### src/rtl/module_spi_burst_ctrl.sv
// Burst SPI sequencer: for each word of a burst, reads the TX word from the
// register-file memory, launches one SPI transfer, waits for completion and
// writes the received word back to the same address.
module module_spi_burst_ctrl #(
  parameter int unsigned W = 8,
  parameter int unsigned N = 5
) (
  input  logic         clk_i,
  input  logic         rst_i,
  input  logic         start_i,
  input  logic [N-1:0] base_addr_i,
  input  logic [N:0]   n_words_i,
  output logic         busy_o,
  output logic         done_o,
  output logic [N-1:0] mem_addr_rs1_o,
  input  logic [W-1:0] mem_rs1_i,
  output logic         mem_we_o,
  output logic [N-1:0] mem_addr_rd_o,
  output logic [W-1:0] mem_data_o,
  output logic         spi_start_o,
  output logic [W-1:0] spi_tx_o,
  input  logic         spi_done_i,
  input  logic [W-1:0] spi_rx_i
);

  typedef enum logic [2:0] {
    S_IDLE  = 3'd0,
    S_LOAD  = 3'd1,
    S_START = 3'd2,
    S_WAIT  = 3'd3,
    S_WRITE = 3'd4,
    S_DONE  = 3'd5
  } state_t;

  state_t       state_q, state_d;
  logic [N:0]   idx_q, idx_d;
  logic [N:0]   idx_inc;
  logic [N-1:0] base_q, base_d;
  logic [N:0]   n_q, n_d;
  logic [W-1:0] tx_q, tx_d;
  logic [W-1:0] rx_q, rx_d;
  logic [N-1:0] addr_d;

  // Output registers; loaded from the next state so each output is valid
  // during the cycle its state is active.
  logic         busy_q, busy_d;
  logic         done_q, done_d;
  logic [N-1:0] rs1_addr_q, rs1_addr_d;
  logic         we_q, we_d;
  logic [N-1:0] rd_addr_q, rd_addr_d;
  logic [W-1:0] wdata_q, wdata_d;
  logic         spi_start_q, spi_start_d;
  logic [W-1:0] spi_tx_q, spi_tx_d;

  assign idx_inc = idx_q + (N+1)'(1);

  // Next-state, burst bookkeeping and next-cycle output values.
  always_comb begin
    state_d = state_q;
    idx_d   = idx_q;
    base_d  = base_q;
    n_d     = n_q;
    tx_d    = tx_q;
    rx_d    = rx_q;

    case (state_q)
      S_IDLE: begin
        if (start_i) begin
          base_d  = base_addr_i;
          n_d     = n_words_i;
          idx_d   = '0;
          state_d = (n_words_i == '0) ? S_DONE : S_LOAD;
        end
      end
      S_LOAD: begin
        tx_d    = mem_rs1_i;
        state_d = S_START;
      end
      S_START: begin
        state_d = S_WAIT;
      end
      S_WAIT: begin
        if (spi_done_i) begin
          rx_d    = spi_rx_i;
          state_d = S_WRITE;
        end
      end
      S_WRITE: begin
        idx_d   = idx_inc;
        state_d = (idx_inc == n_q) ? S_DONE : S_LOAD;
      end
      S_DONE: begin
        state_d = S_IDLE;
      end
      default: begin
        state_d = S_IDLE;
      end
    endcase

    // Word address wraps modulo the memory depth.
    addr_d      = base_d + idx_d[N-1:0];

    busy_d      = (state_d != S_IDLE);
    done_d      = (state_d == S_DONE);
    rs1_addr_d  = (state_d == S_LOAD)  ? addr_d : '0;
    we_d        = (state_d == S_WRITE);
    rd_addr_d   = (state_d == S_WRITE) ? addr_d : '0;
    wdata_d     = (state_d == S_WRITE) ? rx_d   : '0;
    spi_start_d = (state_d == S_START);
    spi_tx_d    = ((state_d == S_START) || (state_d == S_WAIT)) ? tx_d : '0;
  end

  // State, bookkeeping and output registers with synchronous reset.
  always_ff @(posedge clk_i) begin
    if (rst_i) begin
      state_q     <= S_IDLE;
      idx_q       <= '0;
      base_q      <= '0;
      n_q         <= '0;
      tx_q        <= '0;
      rx_q        <= '0;
      busy_q      <= 1'b0;
      done_q      <= 1'b0;
      rs1_addr_q  <= '0;
      we_q        <= 1'b0;
      rd_addr_q   <= '0;
      wdata_q     <= '0;
      spi_start_q <= 1'b0;
      spi_tx_q    <= '0;
    end else begin
      state_q     <= state_d;
      idx_q       <= idx_d;
      base_q      <= base_d;
      n_q         <= n_d;
      tx_q        <= tx_d;
      rx_q        <= rx_d;
      busy_q      <= busy_d;
      done_q      <= done_d;
      rs1_addr_q  <= rs1_addr_d;
      we_q        <= we_d;
      rd_addr_q   <= rd_addr_d;
      wdata_q     <= wdata_d;
      spi_start_q <= spi_start_d;
      spi_tx_q    <= spi_tx_d;
    end
  end

  assign busy_o         = busy_q;
  assign done_o         = done_q;
  assign mem_addr_rs1_o = rs1_addr_q;
  assign mem_we_o       = we_q;
  assign mem_addr_rd_o  = rd_addr_q;
  assign mem_data_o     = wdata_q;
  assign spi_start_o    = spi_start_q;
  assign spi_tx_o       = spi_tx_q;

endmodule
### config.mk
export PLATFORM = sky130hd
export DESIGN_NAME = module_spi_burst_ctrl
export DESIGN_NICKNAME = d
export VERILOG_FILES = /design/src/rtl/module_spi_burst_ctrl.sv
export SDC_FILE = /design/constraint.sdc
export NUM_CORES = 1
export LEC_CHECK = 0
export CAP_MARGIN = 15
export CORE_MARGIN = 3
export CORE_UTILIZATION = 35
export CTS_CLUSTER_DIAMETER = 200
export CTS_CLUSTER_SIZE = 10
export DETAILED_ROUTE_END_ITERATION = 10
export DONT_BUFFER_PORTS = 1
export PLACE_DENSITY = 0.52
export SLEW_MARGIN = 20
export SYNTH_ARGS = -nofsm -noshare
export SYNTH_HDL_FRONTEND = slang
export SYNTH_SLANG_ARGS = --single-unit
### constraint.sdc
create_clock -name clk_i -period 2.2 [get_ports clk_i]
set_input_delay 0.44 -clock clk_i [delete_from_list [all_inputs] [get_ports clk_i]]
set_output_delay 0.44 -clock clk_i [all_outputs]
set_load 0.005 [all_outputs]
==> results.json, run 1 <==
{
  "drtPass1Iterations": 4,
  "yosysTopAreaCell": "dfxtp_1",
  "synth_most_common_cell": "dfxtp_1",
  "synth-seq-cells": 58,
  "peakVddDrop_mv": 0.337,
  "grt_pass1_wl_um": 7470,
  "ys_seq_area_frac": 0.522,
  "p_clk_frac": 0.415,
  "timing.final.crit_share": 1.03,
  "rows": 28,
  "syn-num-nets": 253,
  "worstSkewPairLatency_ns": 0.33,
  "start_kind": "flip-flop",
  "cp.required_ns": 2.42,
  "die_w_um": 85.7,
  "fin_area_um2": 2680,
  "area_growth_pct": 20.5,
  "grt_pass1_vias": 1508,
  "holdPathStages": 1,
  "post-route-util": 0.445,
  "yosysWarningCount": 0,
  "fillers": 593,
  "cellInternalPower_mw": 1.81,
  "cts_buffer_depth": 2,
  "viasPerCell": 4.69,
  "placed_cell_area_um2": 2440,
  "critical_path_arrival_ns": 2.48,
  "synth_area_per_cell_um2": 10.3,
  "ys_types": 40,
  "cts.clk_slew.worst_paths_ns": 0.06,
  "synthTopCellsByArea": "dfxtp_1 (52%), mux2i_1 (8.6%), nor2_1 (7.1%)",
  "core_area_um2": 6030,
  "share_comb_of_total_power": 0.111,
  "cts_buffers": 9,
  "hold_violations": 0,
  "num_vias": 1472,
  "avgRoutedWirePerCell_um": 14.5,
  "drive_above_1_share": 0.238,
  "finalMaxSlewViolations": 0,
  "power_density_nw_per_um2": 887,
  "grt_setup_unrepaired": "true",
  "nNetsFinal": 271,
  "setup_slack_ns": -0.0616,
  "antenna_found_initial": 0,
  "drc": 0,
  "clock_sinks": 58,
  "initial_core_util": 0.369,
  "fmax_mhz": 442,
  "die_y_um": 85.7,
  "grt_max_degree": 34,
  "die-area_um2": 7340,
  "place.gp.congestion": 0.784,
  "synth_commonest_cells": "dfxtp_1 (58), nor2_1 (42), mux2i_1 (19)",
  "ioPinCount": 61,
  "drt_iter0_markers": 109,
  "whs_ns": 0.173,
  "tightest_slew_ns": 0.398,
  "p_sw_frac": 0.237,
  "synth_cells": 216,
  "htree_levels": 3,
  "skew_ns": 0.00747,
  "rr_worst_depth": 11,
  "p_seq_frac": 0.473,
  "slew_headroom": 0.734,
  "status": "finished, violations left",
  "final_antenna_net_count": 0,
  "synthArstFlopShare": 0,
  "min_path_type": "primary input to flip-flop",
  "io_buffers": 0,
  "fin_crit_ns": 2.26,
  "drv_cap": 0,
  "setup_viol": 3,
  "critPathCaptureType": "flip-flop",
  "grt_usage": 0.135,
  "antenna_cells": 0,
  "synth_ff_type": "dfxtp_1",
  "synth_edf_count": 0,
  "p_sw_mw": 0.563,
  "path_max_fanout": 3,
  "overflow": 0,
  "dp.final_hpwl_um": 3390,
  "wl_um": 4560,
  "clock-root-buffer": "clkbuf_8",
  "synth_top_area_frac": 0.522,
  "cts_tree": "yes",
  "cellLeakagePower_nw": 1.12,
  "violations": "negative setup slack",
  "critPathKind": "flip-flop to flip-flop",
  "mappedNetlistArea_um2": 2220,
  "hold_buffers": 0
}
==> layout by cell type (no fill, tap or decap), drive strengths merged, types with 3 or more instances in the layout <==
cell type  count
dfxtp         58
nor2          42
mux2i         19
buf           17
clkbuf        11
nor2b          8
and2           8
inv            8
xnor2          7
nand2          5
xor2           5
a21oi          5
ha             5
nand3          4
nor3           4
mux2           4
clkinv         3
a21o           3
o21ai          3
==> per-layer routing <==
metal	up-vias	wire length, µm	GRT usage
li1	742	-	-
met1	675	2150	0.170
met2	44	1930	0.186
met3	11	386	0.0692
met4	0	89	0.0734
met5	-	0	0
==> timing repair <==
item,CTS,global route
setup endpoints to repair,5,6
pin swaps,6,4
resized for setup,6,2
buffers inserted,0,1
==> stage by stage <==
| step | std cells | total power, mW | worst slack, ns | setup TNS (ns) |
|---|---|---|---|---|
| final | 314 | 2.38 | -0.0616 | -0.113 |
| after global routing | 314 | 2.49 | -0.213 | -0.723 |
| after CTS | 313 | 2.41 | -0.0845 | -0.150 |
| after detailed placement | 297 | 1.41 | -0.147 | -0.316 |
| after global placement | 297 | 1.41 | -0.0596 | -0.106 |
| after floorplan | 216 | 1.34 | -0.000690 | -0.000690 |
==> power by group through the flow <==
stage	logic, mW	clock network [mW]	registers, mW
after floorplan	0.194	0	1.15
after global placement	0.257	0	1.15
after detailed placement	0.257	0	1.15
after CTS	0.265	1.02	1.13
after global routing	0.293	1.07	1.13
final	0.264	0.987	1.13
==> critical path, stage by stage (launching register included) <==
cell and delay [ns]:
dfxtp_2 0.35, or3b_4 0.39, buf_6 0.13, mux2i_1 0.11, nor2_1 0.20, inv_1 0.11
fa_2 0.36, inv_2 0.06, a21o_1 0.12, a21oi_2 0.06, xnor3_1 0.22, nor2_1 0.05
==> path summary, 6_finish.rpt <==
| check | from | endpoint | slack [ns] |
|---|---|---|---|
| max | state_q[2]$_SDFF_PP0_ | mem_addr_rd_o[4]$_SDFF_PP0_ | -0.06 |
| min | rst_i | state_q[2]$_SDFF_PP0_ | 0.17 |
| max reg2reg | state_q[2]$_SDFF_PP0_ | mem_addr_rd_o[4]$_SDFF_PP0_ | -0.06 |
| min reg2reg | tx_q[3]$_SDFF_PP0_ | tx_q[3]$_SDFF_PP0_ | 0.49 |
==> registers in the layout, summed over array words and instances, names as in the netlist <==
register and count:
base_q 5, busy_o 1, done_o 1, idx_q 6
mem_addr_rd_o 5, mem_addr_rs1_o 5, mem_data_o 8, mem_we_o 1
n_q 6, spi_start_o 1, spi_tx_o 8, state_q 3
tx_q 8
==> layout make-up <==
class / instances / area, µm² / area share
sequential: 58 / 1160 / 0.434
multi-input combinational: 140 / 1060 / 0.394
clock buffer: 11 / 151 / 0.0565
timing repair buffer: 17 / 131 / 0.0490
tap: 75 / 93.8 / 0.0350
clock inverter: 5 / 52.6 / 0.0196
inverter: 8 / 30.0 / 0.0112
==> kinds of logic (layout without fill, tap and decap cells) <==
logic type,after synthesis,after routing,synth area share
compound gates,17,17,0.0597
xor+xnor,13,13,0.0574
fa+ha+maj,6,6,0.0371
buf+inv,18,41,0.0332
flops,58,58,0.522
mux,23,23,0.106
simple gates,81,81,0.185
Power figures use the tool's default switching activity.
==> run 2, diff against run 1 <==
- PLACE_DENSITY: 0.52 -> 0.5
- clock period: 2.2 -> 2.6 ns (I/O delays scaled with it)
==> results.json, run 2 (synthesis gave the netlist of run 1 again) <==
{
  "hold_buffers": 0,
  "final_cell_count_no_fill": 301,
  "hold_violations": 0,
  "drtPass1Iterations": 4,
  "drv_cap": 0,
  "grt_pass1_vias": 1425,
  "path_max_fanout": 3,
  "p_sw_frac": 0.227,
  "dpl.cell_count": 285,
  "antenna_found_initial": 0,
  "rows": 28,
  "post-route-util": 0.416,
  "avgRoutedWirePerCell_um": 14.5,
  "r2r_slack_ns": 0.21,
  "cts_buffer_depth": 2,
  "whs_ns": 0.260,
  "place.gp.congestion": 0.742,
  "critical_path_arrival_ns": 2.61,
  "status": "finished clean",
  "fmax_mhz": 418,
  "die_y_um": 85.7,
  "final_antenna_net_count": 0,
  "min_path_type": "primary input to flip-flop",
  "skew_ns": 0.00765,
  "final_cell_mix": "dfxtp_1 (58), nor2_1 (42), mux2i_1 (19)",
  "setup_viol": 0,
  "critPathCaptureType": "flip-flop",
  "antenna_cells": 0,
  "area_growth_pct": 12.7,
  "cellInternalPower_mw": 1.51,
  "p_clk_frac": 0.421,
  "timing.final.crit_share": 0.920,
  "ctsResizeCount": 0,
  "viasPerCell": 4.67,
  "finalMaxSlewViolations": 0,
  "cellLeakagePower_nw": 1.05,
  "grt_setup_unrepaired": "false",
  "worstSkewPairLatency_ns": 0.33,
  "overflow": 0,
  "fin_area_um2": 2510,
  "drt_iter0_markers": 68,
  "p_sw_mw": 0.444,
  "start_kind": "flip-flop",
  "cts.clk_slew.worst_paths_ns": 0.07,
  "die-area_um2": 7340,
  "share_comb_of_total_power": 0.091,
  "grt_pass1_wl_um": 7260,
  "clock_sinks": 58,
  "core_area_um2": 6030,
  "cts_buffers": 9,
  "ioPinCount": 61,
  "post-cts-setup-buffers": 0,
  "io_buffers": 0,
  "p_seq_frac": 0.488,
  "power_density_nw_per_um2": 779,
  "placed_cell_area_um2": 2310,
  "fillers": 608,
  "nNetsFinal": 258,
  "grt_usage": 0.131,
  "fin_crit_ns": 2.39,
  "cts_tree": "yes",
  "layout_commonest_cell": "dfxtp_1",
  "tightest_slew_ns": 0.404,
  "initial_core_util": 0.369,
  "grt_max_degree": 34,
  "setup_tns_ns": 0,
  "cp.required_ns": 2.82,
  "die_w_um": 85.7,
  "critPathKind": "flip-flop to flip-flop",
  "slew_headroom": 0.730,
  "htree_levels": 3,
  "drive_above_1_share": 0.133,
  "dp.final_hpwl_um": 3170,
  "num_vias": 1405,
  "wl_um": 4370,
  "clock-root-buffer": "clkbuf_8",
  "peakVddDrop_mv": 0.503,
  "drc": 0
}
[run 2: final timing paths]
check	startpoint	endpoint	cells after the start
setup / recovery	state_q[2]$_SDFF_PP0_	mem_addr_rd_o[4]$_SDFF_PP0_	10
setup reg to reg	state_q[2]$_SDFF_PP0_	mem_addr_rd_o[4]$_SDFF_PP0_	10
hold reg to reg	tx_q[3]$_SDFF_PP0_	tx_q[3]$_SDFF_PP0_	2
hold / removal	rst_i	tx_q[7]$_SDFF_PP0_	1
[run 2: cell type report]
type | count | area [µm²] | share of cell area
Clock inverter | 2 | 35.0 | 0.0140
Inverter | 8 | 30.0 | 0.0120
Sequential cell | 58 | 1160 | 0.463
Clock buffer | 14 | 163 | 0.0649
Timing Repair Buffer | 4 | 30.0 | 0.0120
Tap cell | 75 | 93.8 | 0.0374
Multi-Input combinational cell | 140 | 993 | 0.396
[run 2: power by group through the flow]
stage | Sequential, mW | Combinational, mW | Clock [mW]
floorplan | 0.969 | 0.152 | 0
global placement | 0.974 | 0.179 | 0
detailed placement | 0.974 | 0.181 | 0
CTS | 0.954 | 0.181 | 0.854
global route | 0.958 | 0.199 | 0.890
finish | 0.953 | 0.177 | 0.823
[run 2: metrics by stage]
stage	setup slack, ns	power, mW
2_1_floorplan	0.225	1.12
3_3_place_gp	0.195	1.15
3_5_place_dp	0.103	1.15
4_1_cts	0.183	1.99
5_1_grt	0.0305	2.05
6_report	0.207	1.95
[run 2: metal layers]
metal / GRT usage / vias up / share of wire / wire length [µm]
li1: - / 719 / - / -
met5: 0 / - / 0 / 0
met1: 0.170 / 639 / 0.49 / 2160
met4: 0.0647 / 0 / 0.020 / 86
met2: 0.176 / 39 / 0.40 / 1740
met3: 0.0692 / 8 / 0.087 / 380
[run 2: critical path: stages (launching register included)]
cell and delay (ns):
dfxtp_1 0.39, or3b_4 0.44, o21ai_0 0.25, ha_1 0.22
inv_1 0.05, fa_1 0.42, inv_1 0.07, a21o_1 0.10
a21oi_1 0.06, xnor3_1 0.22, nor2_1 0.05
